[src/rtl/mult_exe_unit.sv]
// Iterative signed shift-add multiplier for the EXE stage. It stalls the pipeline
// with freeze while a multiply is running and writes the 2*WORD_LEN-bit product to HI/LO.
module mult_exe_unit #(
  parameter int                     WORD_LEN    = 32,
  parameter int                     EXE_CMD_LEN = 4,
  parameter logic [EXE_CMD_LEN-1:0] EXE_MULT    = EXE_CMD_LEN'(12)
) (
  input  logic                   clk,
  input  logic                   rst,
  input  logic [EXE_CMD_LEN-1:0] EXE_CMD,
  input  logic [WORD_LEN-1:0]    val1,
  input  logic [WORD_LEN-1:0]    val2,
  output logic                   freeze,
  output logic                   done,
  output logic [WORD_LEN-1:0]    hi,
  output logic [WORD_LEN-1:0]    lo
);

  // state  | meaning
  // S_IDLE | waiting for EXE_MULT, HI/LO stable
  // S_RUN  | one multiplier bit per edge, LSB first
  // S_FIX  | apply sign, write HI/LO, pulse done next cycle
  localparam logic [1:0] S_IDLE = 2'd0;
  localparam logic [1:0] S_RUN  = 2'd1;
  localparam logic [1:0] S_FIX  = 2'd2;

  localparam int                CNT_W    = $clog2(WORD_LEN + 1);
  localparam logic [CNT_W-1:0]  CNT_LAST = CNT_W'(WORD_LEN - 1);

  logic [1:0]            state_q,  state_d;
  logic [CNT_W-1:0]      cnt_q,    cnt_d;
  logic [WORD_LEN-1:0]   mcand_q,  mcand_d;
  logic [WORD_LEN-1:0]   mplier_q, mplier_d;
  logic                  sign_q,   sign_d;
  logic [2*WORD_LEN-1:0] acc_q,    acc_d;
  logic [WORD_LEN-1:0]   hi_q,     hi_d;
  logic [WORD_LEN-1:0]   lo_q,     lo_d;
  logic                  done_q,   done_d;

  logic [WORD_LEN-1:0]   abs1, abs2;
  logic [WORD_LEN:0]     add_sum;
  logic [2*WORD_LEN-1:0] fix_res;

  // Unsigned magnitude; -2^(WORD_LEN-1) maps onto itself, which is correct unsigned.
  assign abs1 = val1[WORD_LEN-1] ? (~val1 + WORD_LEN'(1)) : val1;
  assign abs2 = val2[WORD_LEN-1] ? (~val2 + WORD_LEN'(1)) : val2;

  // Carry out of the upper-half add becomes the new MSB after the shift.
  assign add_sum = {1'b0, acc_q[2*WORD_LEN-1:WORD_LEN]}
                 + (mplier_q[0] ? {1'b0, mcand_q} : {(WORD_LEN+1){1'b0}});

  assign fix_res = sign_q ? (~acc_q + (2*WORD_LEN)'(1)) : acc_q;

  always_comb begin
    state_d  = state_q;
    cnt_d    = cnt_q;
    mcand_d  = mcand_q;
    mplier_d = mplier_q;
    sign_d   = sign_q;
    acc_d    = acc_q;
    hi_d     = hi_q;
    lo_d     = lo_q;
    done_d   = 1'b0;
    case (state_q)
      S_IDLE: begin
        if (EXE_CMD == EXE_MULT) begin
          mcand_d  = abs1;
          mplier_d = abs2;
          sign_d   = val1[WORD_LEN-1] ^ val2[WORD_LEN-1];
          acc_d    = '0;
          cnt_d    = '0;
          state_d  = S_RUN;
        end
      end
      S_RUN: begin
        acc_d    = {add_sum, acc_q[WORD_LEN-1:1]};
        mplier_d = mplier_q >> 1;
        cnt_d    = cnt_q + CNT_W'(1);
        if (cnt_q == CNT_LAST) state_d = S_FIX;
      end
      S_FIX: begin
        {hi_d, lo_d} = fix_res;
        done_d       = 1'b1;
        state_d      = S_IDLE;
      end
      default: state_d = S_IDLE;
    endcase
  end

  always_ff @(posedge clk or negedge rst) begin
    if (!rst) begin
      state_q  <= S_IDLE;
      cnt_q    <= '0;
      mcand_q  <= '0;
      mplier_q <= '0;
      sign_q   <= 1'b0;
      acc_q    <= '0;
      hi_q     <= '0;
      lo_q     <= '0;
      done_q   <= 1'b0;
    end else begin
      state_q  <= state_d;
      cnt_q    <= cnt_d;
      mcand_q  <= mcand_d;
      mplier_q <= mplier_d;
      sign_q   <= sign_d;
      acc_q    <= acc_d;
      hi_q     <= hi_d;
      lo_q     <= lo_d;
      done_q   <= done_d;
    end
  end

  assign freeze = (state_q != S_IDLE);
  assign done   = done_q;
  assign hi     = hi_q;
  assign lo     = lo_q;

endmodule

[config.mk]
export PLATFORM = sky130hd
export DESIGN_NAME = mult_exe_unit
export DESIGN_NICKNAME = d
export VERILOG_FILES = /design/src/rtl/mult_exe_unit.sv
export SDC_FILE = /design/constraint.sdc
export NUM_CORES = 1
export LEC_CHECK = 0
export CELL_PAD_IN_SITES_DETAIL_PLACEMENT = 0
export CELL_PAD_IN_SITES_GLOBAL_PLACEMENT = 2
export CORE_UTILIZATION = 32
export DETAILED_ROUTE_END_ITERATION = 6
export MAX_ROUTING_LAYER = met4
export PLACE_DENSITY = 0.76
export SLEW_MARGIN = 10
export SYNTH_ARGS = -nofsm -noshare
export SYNTH_HDL_FRONTEND = slang
export SYNTH_SLANG_ARGS = --single-unit
[constraint.sdc]
create_clock -name clk -period 3.2 [get_ports clk]
set_input_delay 0.96 -clock clk [delete_from_list [all_inputs] [get_ports clk]]
set_output_delay 0.96 -clock clk [all_outputs]
set_load 0.02 [all_outputs]
# Word-level counts from Yosys, hierarchy flattened
# Index checks and enable logic that the tools add are counted.
[word_totals] reg_bits=202 inputBits=70 output_inout_bits=66 word_cells=44
[classes] add_sub_neg=5 eq_ne=6 n_mux=14 bitwise=4 reduce_logical=6
[ops] cell="$mux 32" n=4
[ops] cell="$mux 64" n=2
[ops] cell="$pmux 64 s2" n=1
[ops] cell="$add 32x1->32 const B" n=2
[ops] cell="$add 64x1->64 const B" n=1
[ops] cell="$not 32->32" n=2
[ops] cell="$not 64->64" n=1
[ops] cell="$pmux 32 s2" n=1
[ops] cell="$add 32x32->33" n=1
[ops] cell="$pmux 6 s2" n=1
[ops] cell="$add 6x1->6 const B" n=1
[ops] cell="$eq 6x5->1 const B" n=1
[ops] cell="$mux 6" n=1
[ops] cell="$reduce_and 2->1" n=3
[ops] cell="$eq 4x4->1 const B" n=1
[ops] cell="$mux 2" n=2
[ops] cell="$ne 2x2->1 const B" n=2
[ops] cell="$pmux 2 s2" n=1
[ops] cell="$reduce_bool 2->1" n=2
[ops] cell="$eq 2x1->1 const B" n=1
[ops] cell="$eq 2x2->1 const B" n=1
[ops] cell="$logic_not 2->1" n=1
[ops] cell="$mux 1" n=1
[ops] cell="$xor 1x1->1" n=1

# Logic depth before layout (Yosys ltp)
# Gate-level depths: netlist of run 1.
[logic_depth] depth_word=5 mapped_depth=12

# Worst setup path after synthesis of run 1
# Ideal clock, no wire load.
[synth_path] path_type="input port to flip-flop" startpoint="input val1[16]" endpoint="register mcand_q[30]" setup_ns=0.133 t_arrival_ns=3.091 setup_slack_ns=-0.024 stages=7 path_buffers=0 cell_sequence="or4_1 > or3_1 > or3_1 > or3_1 > o41ai_1 > xor2_1 > o21ai_0"
[synth_via] elab_chain_len=3
[synth_lines] item="start: declaration" line_no="11" rtl="input logic [WORD_LEN-1:0] val1,"
[synth_lines] item="$not 32->32" line_no="45" rtl="assign abs1 = val1[WORD_LEN-1] ? (~val1 + WORD_LEN'(1)) : val1;"
[synth_lines] item="$add 32x1->32" line_no="45"
[synth_lines] item="$mux 32" line_no="45"
[synth_lines] item="end signal: assignment" line_no="104" rtl="mcand_q <= mcand_d;"
[synth_lines] item="end: declaration" line_no="32" rtl="logic [WORD_LEN-1:0] mcand_q, mcand_d;"
# No other way between the ends.
# A chain may end at the register's enable or synchronous reset.

# Final worst setup path of run 1
[layout_path] startpoint="register mplier_q[0]" endpoint="register acc_q[60]"
[layout_via] elab_chain_len=3
[layout_lines] item="start: declaration" line_no="33" rtl="logic [WORD_LEN-1:0] mplier_q, mplier_d;"
[layout_lines] item="start signal: assignment" line_no="105" rtl="mplier_q <= mplier_d;"
[layout_lines] item="$mux 32" line_no="50" rtl="+ (mplier_q[0] ? {1'b0, mcand_q} : {(WORD_LEN+1){1'b0}});"
[layout_lines] item="$add 32x32->33" line_no="50"
[layout_lines] item="$pmux 64 s2" line_no="64" rtl="case (state_q)"
[layout_lines] item="end signal: assignment" line_no="97" rtl="acc_q <= '0;"
[layout_lines] item="end signal: assignment" line_no="107" rtl="acc_q <= acc_d;"
[layout_lines] item="end: declaration" line_no="35" rtl="logic [2*WORD_LEN-1:0] acc_q, acc_d;"
# No other way between the ends.

==> flow_summary.ini, run 1 <==
[setup_path]
crit_chain = buf_12 -> buf_12 -> and2_1 -> ha_1 -> a21o_1 -> a31o_2 -> o21a_1 -> nor3b_2 -> a311oi_1 -> or4_1 -> a32o_1
critPathMaxStageDelay_ps = 420
worst_ep_required_time_ps = 3620
critPathSlowestCell = sky130_fd_sc_hd__or4_1
critical_path_depth = 11
critPathBufInv = 2
critical_path.endpoint_type = flip-flop
critical_path.max_fanout = 15
timing.critical_path.max_delay_family = compound AO/OA/AOI/OAI gates
timing.critical_path.from_type = flip-flop
timing_worst_setup_path_type = flip-flop to flip-flop
worst_path_most_repeated_cell = sky130_fd_sc_hd__buf_12
cp_data_arrival_time_ps = 3490
timing.reg2reg.worst_path_depth = 11

[power]
power.static_leakage_nw = 6.83
peakVddDrop_v = 0.000321
fin_total_pwr_w = 0.0112
pwr_density_cell_nw_per_um2 = 706

[finish]
finish.utilization = 0.421
leading_cell_types_in_the_layout_fill_and_taps_excluded = 253 x sky130_fd_sc_hd__nand2_1, 240 x sky130_fd_sc_hd__o21ai_0, 201 x sky130_fd_sc_hd__dfrtp_1
nFillCells = 3826
num-nets-final = 1705
instances_no_fill = 2127
final_common_cell = sky130_fd_sc_hd__nand2_1
layout-drive-gt1-share = 0.118
area_delta_synth_final_pct = 30.0
antenna_cells = 0

[global_routing]
number_of_global_route_vias_before_repair = 10500
grt_usage = 0.185
overflow_left_after_global_routing = 0
antenna_found_initial = 0
grt_first_pass_wirelength_um = 56200
maximum_number_of_pins_on_one_net_before_global_route_repair = 68

[sta]
layout_min_cycle_time_ps = 3070
min_period_over_period = 0.960
finalSetupViolations = 0
report.final.hold_viol_count = 0
tightest_slew_ps = 842
timing.final.max_slew_violations = 0
max_freq_mhz = 326
layout_skew_ps = 19.4
relSlewSlack = 0.439

[run]
max_cap_violations = 0

[routing]
ant_nets = 0
routedWlPerCell_um = 16.1
routed-via-count = 10700
detailedRoute.firstIterationViolations = 555
firstDrtPassIters = 5
routed_via_density = 5.02
total_wire_length_after_detailed_routing_um = 34300
drc = 0

[floorplanning]
die_w_um = 197
die_outline_height_um = 197
floorplan.rows = 71
floorplan.die_area_um2 = 38800
num_io_pins = 136
core_region_area_um2 = 37500
initial_utilization = 0.324

[clock_tree]
worst_skew_pair.late_latency_ps = 540
cts.hold.buffers_added = 0
cts.clk_slew.worst_paths_ps = 60
cts-buffers-inserted = 26
cts_buffer_depth = 3
clk_root_buffer_cell = sky130_fd_sc_hd__clkbuf_16
clock_tree_from_tritoncts = done
htree_num_levels = 1
clock_sinks = 202

[placement]
dpl.hpwl_um = 25500
number_of_input_and_output_port_buffers_inserted = 135
gpl.final_weighted_congestion = 0.859
dp.cells = 2081

[logic_synthesis]
synth.lib_cells_used.distinct = 58
netlist_instances = 1410
number_of_storage_elements_in_the_synthesis_netlist = 202
synth_edf_count = 0
syn_area_per_cell_um2 = 8.62
asr_flop_ratio_synth = 1.00
seq_area_frac_synth = 0.416
post_synth_instance_area_um2 = 12200
synthFlopType = sky130_fd_sc_hd__dfrtp_1
synth.net_count = 1517
synthesis.yosys.warnings = 0

[min_path]
worst_hold_path_type = input port to asynchronous set/reset pin

[outcome]
result_of_the_run = finished, final reports clean
-- logic make-up after synthesis --
| logic type | count (synthesis) | share of synthesized area |
|---|---|---|
| multiplexers | 5 | 0.00412 |
| AND/OR/NAND/NOR | 481 | 0.186 |
| buffers and inverters | 105 | 0.0324 |
| adder cells (fa/ha/maj) | 37 | 0.0387 |
| flip-flops | 202 | 0.416 |
| XOR/XNOR | 137 | 0.0988 |
| AO/OA/AOI/OAI | 443 | 0.224 |
-- cell usage after synthesis (5+ instances only) --
master,number,area share
sky130_fd_sc_hd__a21o_1,10,0.0062
sky130_fd_sc_hd__a21oi_1,41,0.017
sky130_fd_sc_hd__a221o_1,7,0.0058
sky130_fd_sc_hd__a22oi_1,25,0.015
sky130_fd_sc_hd__a31oi_1,7,0.0036
sky130_fd_sc_hd__a32o_1,5,0.0041
sky130_fd_sc_hd__and2_1,34,0.018
sky130_fd_sc_hd__buf_1,11,0.0034
sky130_fd_sc_hd__clkbuf_1,75,0.023
sky130_fd_sc_hd__dfrtp_1,202,0.42
sky130_fd_sc_hd__ha_1,36,0.037
sky130_fd_sc_hd__inv_1,19,0.0059
sky130_fd_sc_hd__mux2i_1,5,0.0041
sky130_fd_sc_hd__nand2_1,253,0.078
sky130_fd_sc_hd__nand2b_1,9,0.0046
sky130_fd_sc_hd__nand3_1,27,0.011
sky130_fd_sc_hd__nand4_1,17,0.0088
sky130_fd_sc_hd__nor2_1,41,0.013
sky130_fd_sc_hd__nor2b_1,10,0.0051
sky130_fd_sc_hd__nor3_1,19,0.0078
sky130_fd_sc_hd__nor4_1,16,0.0082
sky130_fd_sc_hd__o21a_1,12,0.0074
sky130_fd_sc_hd__o21ai_0,241,0.099
sky130_fd_sc_hd__o31ai_1,38,0.023
sky130_fd_sc_hd__o41ai_1,17,0.012
sky130_fd_sc_hd__or2_2,7,0.0036
sky130_fd_sc_hd__or3_1,20,0.010
sky130_fd_sc_hd__or4_1,9,0.0056
sky130_fd_sc_hd__xnor2_1,25,0.018
sky130_fd_sc_hd__xor2_1,112,0.081
-- through the flow --
stage	setup slack, ps	hold slack, ps	area, um2	TNS, ps
floorplan	18.3	442	12200	0
CTS	20.7	455	15700	0
finish	130	429	15800	0
global placement	-507	458	14800	-3290
global route	-4.26	477	15800	-4.26
detailed placement	-582	470	14800	-4180
-- what timing repair did --
action                     CTS  global route
buffers inserted             0             0
resized for setup            1            19
pin swaps                    1             7
setup endpoints to repair    2             8
-- worst paths after layout --
path                                    startpoint                      end  slack [ps]
setup / recovery           mplier_q[0]$_DFFE_PN0P_    acc_q[60]$_DFFE_PN0P_         130
hold / removal                                 rst       lo[30]$_DFFE_PN0P_         430
setup reg to reg           mplier_q[0]$_DFFE_PN0P_    acc_q[60]$_DFFE_PN0P_         130
hold reg to reg                 lo[10]$_DFFE_PN0P_       lo[10]$_DFFE_PN0P_         470
max in group asynchronous                      rst  mplier_q[3]$_DFFE_PN0P_        2000
min in group clk                lo[10]$_DFFE_PN0P_       lo[10]$_DFFE_PN0P_         470
-- routing by layer --
metal | wire length [um] | GRT usage | vias up | part of all wire
met5 | 0 | - | - | 0
met4 | 469 | 0.0385 | 0 | 0.014
met3 | 1430 | 0.0195 | 35 | 0.042
met2 | 15300 | 0.283 | 178 | 0.45
met1 | 17100 | 0.263 | 5025 | 0.50
li1 | - | - | 5436 | -
-- power breakdown --
| group | internal [W] | switching (W) |
|---|---|---|
| Combinational | 0.00176 | 0.00229 |
| Sequential | 0.00316 | 0.000757 |
| Clock | 0.00204 | 0.00114 |
-- sequential cells by signal, summed over array words and instances, names as in the netlist --
name,flops
cnt_q,6
sign_q,1
done,1
lo,32
acc_q,64
mcand_q,32
mplier_q,32
hi,32
state_q,2
-- cell type report --
cell class / instances / area [um2] / share of cell area
Multi-Input combinational cell: 1103 / 6810 / 0.431
Sequential cell: 202 / 5060 / 0.320
Timing Repair Buffer: 246 / 2270 / 0.144
Clock buffer: 35 / 754 / 0.0478
Tap cell: 511 / 639 / 0.0405
Clock inverter: 11 / 191 / 0.0121
Inverter: 19 / 71.3 / 0.00452
(Power assumes the default switching activity.)
==> run 2: changes to the inputs <==
SETUP_SLACK_MARGIN = 0.1   (was not set)
==> run 2 against run 1 <==
Register-to-register slack improved by 70 ps. Core utilization decreased by 0.25 points. Critical path depth is the same. Highest routed layer unchanged. Final cell count barely moved. Die area stayed put. Sequential share of layout area grew 0.20 points.
==> flow_summary.ini, run 2 (synthesized netlist as in run 1, its figures left out) <==
[clock_tree]
clock_sinks = 202
cts.clk_slew.worst_paths_ps = 60
worst_skew_pair.late_latency_ps = 540
clock_tree_from_tritoncts = done
cts-buffers-inserted = 26
htree_num_levels = 1
cts_buffer_depth = 3
cts.hold.buffers_added = 0
clk_root_buffer_cell = sky130_fd_sc_hd__clkbuf_16

[routing]
routed-via-count = 10700
detailedRoute.firstIterationViolations = 521
firstDrtPassIters = 5
routed_via_density = 5.04
total_wire_length_after_detailed_routing_um = 34400
routedWlPerCell_um = 16.2
ant_nets = 0
drc = 0

[run]
max_cap_violations = 0

[global_routing]
grt_first_pass_wirelength_um = 56100
number_of_global_route_vias_before_repair = 10400
overflow_left_after_global_routing = 0
maximum_number_of_pins_on_one_net_before_global_route_repair = 92
grt_usage = 0.185
antenna_found_initial = 0

[setup_path]
cp_data_arrival_time_ps = 3420
worst_ep_required_time_ps = 3620
setup.reg_to_reg.worst_slack_ps = 200
critical_path_startpoint = mplier_q[0]$_DFFE_PN0P_
critical_path.endpoint_type = flip-flop
critical_path.max_fanout = 13
timing.critical_path.from_type = flip-flop
r2r-start = mplier_q[0]$_DFFE_PN0P_
timing_worst_setup_path_type = flip-flop to flip-flop

[finish]
finish.utilization = 0.419
final_common_cell = sky130_fd_sc_hd__nand2_1
num-nets-final = 1703
nFillCells = 3818
leading_cell_types_in_the_layout_fill_and_taps_excluded = 253 x sky130_fd_sc_hd__nand2_1, 238 x sky130_fd_sc_hd__o21ai_0, 200 x sky130_fd_sc_hd__dfrtp_1
max_flop_register = acc_q
layout-drive-gt1-share = 0.116
area_delta_synth_final_pct = 29.2
largest_reg_flops = 64
antenna_cells = 0

[sta]
finalSetupViolations = 0
timing.final.max_slew_violations = 0
layout_min_cycle_time_ps = 3000
relSlewSlack = 0.449
layout_skew_ps = 8.89
report.final.hold_viol_count = 0
min_period_over_period = 0.936
rsz0062_at_grt = yes
finalWorstSetupSlack_ps = 204
tightest_slew_ps = 827
max_freq_mhz = 334

[power]
power.static_leakage_nw = 6.72
pwr_density_cell_nw_per_um2 = 691
peakVddDrop_v = 0.000356

[floorplanning]
floorplan.die_area_um2 = 38800
num_io_pins = 136
initial_utilization = 0.324
die_outline_height_um = 197
floorplan.rows = 71
die_w_um = 197
core_region_area_um2 = 37500

[placement]
number_of_input_and_output_port_buffers_inserted = 135
gpl.final_weighted_congestion = 0.886
dpl_worst_slack_ps = -535
dpl.hpwl_um = 25300

[min_path]
worst_hold_path_type = input port to asynchronous set/reset pin

[outcome]
result_of_the_run = finished, final reports clean
## run 2: cell count changes in the layout (fill, tap and decap cells not counted), moves of 3 or more
cell                             before  now
sky130_fd_sc_hd__bufinv_16            5    2
sky130_fd_sc_hd__clkbuf_1             2    9
sky130_fd_sc_hd__clkbuf_8             8    4
sky130_fd_sc_hd__dlygate4sd2_1        0    3
sky130_fd_sc_hd__dlymetal6s2s_1       4    1
sky130_fd_sc_hd__ha_1                36   33
## run 2: critical path, stage by stage (launching register included)
cell                        delay [ps]
sky130_fd_sc_hd__dfrtp_2           450
sky130_fd_sc_hd__buf_4             190
sky130_fd_sc_hd__buf_4             170
sky130_fd_sc_hd__and2_1            160
sky130_fd_sc_hd__ha_2              380
sky130_fd_sc_hd__a21oi_1           110
sky130_fd_sc_hd__o211ai_1          250
sky130_fd_sc_hd__o2111ai_2         190
sky130_fd_sc_hd__and3_1            210
sky130_fd_sc_hd__a21o_1            240
sky130_fd_sc_hd__o2111a_1          260
sky130_fd_sc_hd__a221o_1           260
## run 2: power breakdown
part           internal, W  switching, W  total [W]
registers          0.00317      0.000763    0.00393
clock network      0.00177       0.00111    0.00288
logic              0.00176       0.00228    0.00403
total              0.00669       0.00415     0.0108
## run 2: worst paths after layout
path	end	depth (start not counted)
min in group clk	mcand_q[4]$_DFFE_PN0P_	2
setup / recovery	acc_q[58]$_DFFE_PN0P_	11
hold / removal	lo[9]$_DFFE_PN0P_	1
max in group asynchronous	hi[9]$_DFFE_PN0P_	2
hold reg to reg	mcand_q[4]$_DFFE_PN0P_	2
setup reg to reg	acc_q[58]$_DFFE_PN0P_	11
## run 2: cell type report
| cell class | count | area [um2] | share of cell area |
|---|---|---|---|
| multi-input cells | 1103 | 6840 | 0.436 |
| well taps | 511 | 639 | 0.0407 |
| clock buffers | 39 | 751 | 0.0478 |
| repair buffers | 244 | 2250 | 0.143 |
| flip-flops and latches | 202 | 5060 | 0.322 |
| inverters | 19 | 71.3 | 0.00454 |
| clock inverters | 7 | 87.6 | 0.00558 |
## run 2: through the flow
stage | area [um2] | hold slack, ps | TNS (ps) | power (W) | std cells
after floorplan | 12200 | 442 | 0 | 0.00637 | 1410
after global placement | 14800 | 455 | -3940 | 0.00796 | 2078
after detailed placement | 14800 | 464 | -3200 | 0.00801 | 2078
after CTS | 15700 | 456 | 0 | 0.0110 | 2125
after global routing | 15700 | 487 | 0 | 0.0117 | 2125
final | 15700 | 445 | 0 | 0.0108 | 2125
## run 2: per-layer routing
metal  track usage  routed length, um  vias up
li1              -                  -     5431
met1         0.261              17100     5045
met2         0.285              15300      199
met3        0.0209               1510       35
met4        0.0370                430        0
met5             -                  0        -
## run 2: timing repair
item	in CTS	in global routing
endpoints found under the setup margin	5	13
resized for setup	10	14
pin swaps	7	7
setup buffers	1	0
gates cloned	0	0
==> run 3: changes to the inputs <==
PLACE_DENSITY = not set   (was 0.76)
PLACE_DENSITY_LB_ADDON = 0.15   (was not set)
==> run 3 against run 2 <==
Die area stayed put. Via count shrank 0.60%. Power grew 2.2%. Final cell count rose by 0.19%. Global-route usage rose by 0.18 points. Flip-flop and latch count unchanged. Critical path type unchanged. Largest power group unchanged.
==> flow_summary.ini, run 3 (synthesized netlist as in run 1, its figures left out) <==
[outcome]
result_of_the_run = finished, final reports clean

[clock_tree]
clock_tree_from_tritoncts = done
cts.clk_slew.worst_paths_ps = 60
clk_root_buffer_cell = sky130_fd_sc_hd__clkbuf_16
htree_num_levels = 1
cts-buffers-inserted = 25
clock_sinks = 202
worst_skew_pair.late_latency_ps = 520
cts_buffer_depth = 3

[power]
fin_total_pwr_w = 0.0111
peakVddDrop_v = 0.000316
power.static_leakage_nw = 6.76
pwr_density_cell_nw_per_um2 = 699

[sta]
sum_of_negative_setup_slack_ps = 0
relSlewSlack = 0.261
max_freq_mhz = 334
finalSetupViolations = 0
layout_min_cycle_time_ps = 3000
tightest_slew_ps = 1110
report.final.hold_viol_count = 0
min_period_over_period = 0.937
layout_skew_ps = 10.4
timing.final.max_slew_violations = 0
rsz0062_at_grt = yes
finalHoldWorstSlack_ps = 376
finalWorstSetupSlack_ps = 202

[finish]
antenna_cells = 0
instances_no_fill = 2129
leading_cell_types_in_the_layout_fill_and_taps_excluded = 252 x sky130_fd_sc_hd__nand2_1, 237 x sky130_fd_sc_hd__o21ai_0, 200 x sky130_fd_sc_hd__dfrtp_1
final_common_cell = sky130_fd_sc_hd__nand2_1
largest_reg_flops = 64
area_delta_synth_final_pct = 30.6
layout-drive-gt1-share = 0.130
max_flop_register = acc_q
num-nets-final = 1709

[routing]
total_wire_length_after_detailed_routing_um = 35200
firstDrtPassIters = 5
detailedRoute.firstIterationViolations = 485
drc = 0
routed-via-count = 10600
routed_via_density = 5.00
routedWlPerCell_um = 16.5
ant_nets = 0

[placement]
dp.cells = 2078
gpl.final_weighted_congestion = 0.813
dpl_worst_slack_ps = -563
number_of_input_and_output_port_buffers_inserted = 135
dpl.hpwl_um = 25800

[setup_path]
timing.reg2reg.worst_path_depth = 11
cp_data_arrival_time_ps = 3410
setup.reg_to_reg.worst_slack_ps = 200
timing_worst_setup_path_type = flip-flop to flip-flop
critical_path.endpoint_type = flip-flop
timing.critical_path.from_type = flip-flop
r2r-start = mplier_q[0]$_DFFE_PN0P_
critical_path.max_fanout = 8
worst_ep_required_time_ps = 3610
crit-reg2reg-capture = acc_q[60]$_DFFE_PN0P_

[global_routing]
grt_usage = 0.186
number_of_global_route_vias_before_repair = 10300
antenna_found_initial = 0
overflow_left_after_global_routing = 0
maximum_number_of_pins_on_one_net_before_global_route_repair = 122
grt_first_pass_wirelength_um = 56500

[floorplanning]
floorplan.rows = 71
floorplan.die_area_um2 = 38800
die_outline_height_um = 197
die_w_um = 197
initial_utilization = 0.324
core_region_area_um2 = 37500
num_io_pins = 136

[min_path]
worst_hold_path_type = input port to asynchronous set/reset pin

[run]
max_cap_violations = 0
-- run 3: how the worst max path moves through the flow --
stage	to	startpoint	slack, ps
global route	acc_q[56]$_DFFE_PN0P_	mplier_q[0]$_DFFE_PN0P_	60
CTS	acc_q[59]$_DFFE_PN0P_	mplier_q[0]$_DFFE_PN0P_	110
floorplan	mcand_q[30]$_DFFE_PN0P_	val1[16]	50
detailed placement	mcand_q[30]$_DFFE_PN0P_	val1[16]	-560
finish	acc_q[60]$_DFFE_PN0P_	mplier_q[0]$_DFFE_PN0P_	200
global placement	mcand_q[30]$_DFFE_PN0P_	val1[16]	-500
-- run 3: timing repair --
item | CTS | global route
gates resized for setup | 10 | 34
gates cloned | 0 | 1
setup endpoints to repair | 3 | 13
hold buffers | 0 | 0
setup buffers | 0 | 7
pin swaps | 5 | 13
-- run 3: area by class of cell --
type,instances,area (um2)
Fill cell,3840,21600
Multi-Input combinational cell,1103,6950
Sequential cell,202,5060
Timing Repair Buffer,251,2310
Clock buffer,32,682
Tap cell,511,639
Clock inverter,11,160
Inverter,19,71.3
-- run 3: critical path, cell delays in order, from the launching register on --
cell                       delay, ps
sky130_fd_sc_hd__dfrtp_2         420
sky130_fd_sc_hd__buf_12          140
sky130_fd_sc_hd__buf_8           120
sky130_fd_sc_hd__and2_1          160
sky130_fd_sc_hd__ha_2            180
sky130_fd_sc_hd__a21o_1          200
sky130_fd_sc_hd__a31o_4          210
sky130_fd_sc_hd__o21a_1          200
sky130_fd_sc_hd__nor3b_2         260
sky130_fd_sc_hd__a311oi_2        180
sky130_fd_sc_hd__or4_1           540
sky130_fd_sc_hd__a32o_1          270
-- run 3: routing by layer --
layer	track usage	routed length (um)	up-vias
met3	0.0198	1180	32
li1	-	-	5450
met4	0.0304	392	0
met2	0.285	15700	179
met5	-	0	-
met1	0.269	17900	4985
-- run 3: through the flow --
stage,util,cell area (um2)
after floorplan,-,12200
after global placement,0.394,14800
after detailed placement,0.394,14800
after CTS,0.417,15600
after global routing,0.423,15900
final,0.423,15900
-- run 3: report_power, final --
part	internal, W	switching [W]
combinational	0.00186	0.00239
sequential	0.00316	0.000735
clock	0.00182	0.00113
total	0.00684	0.00425
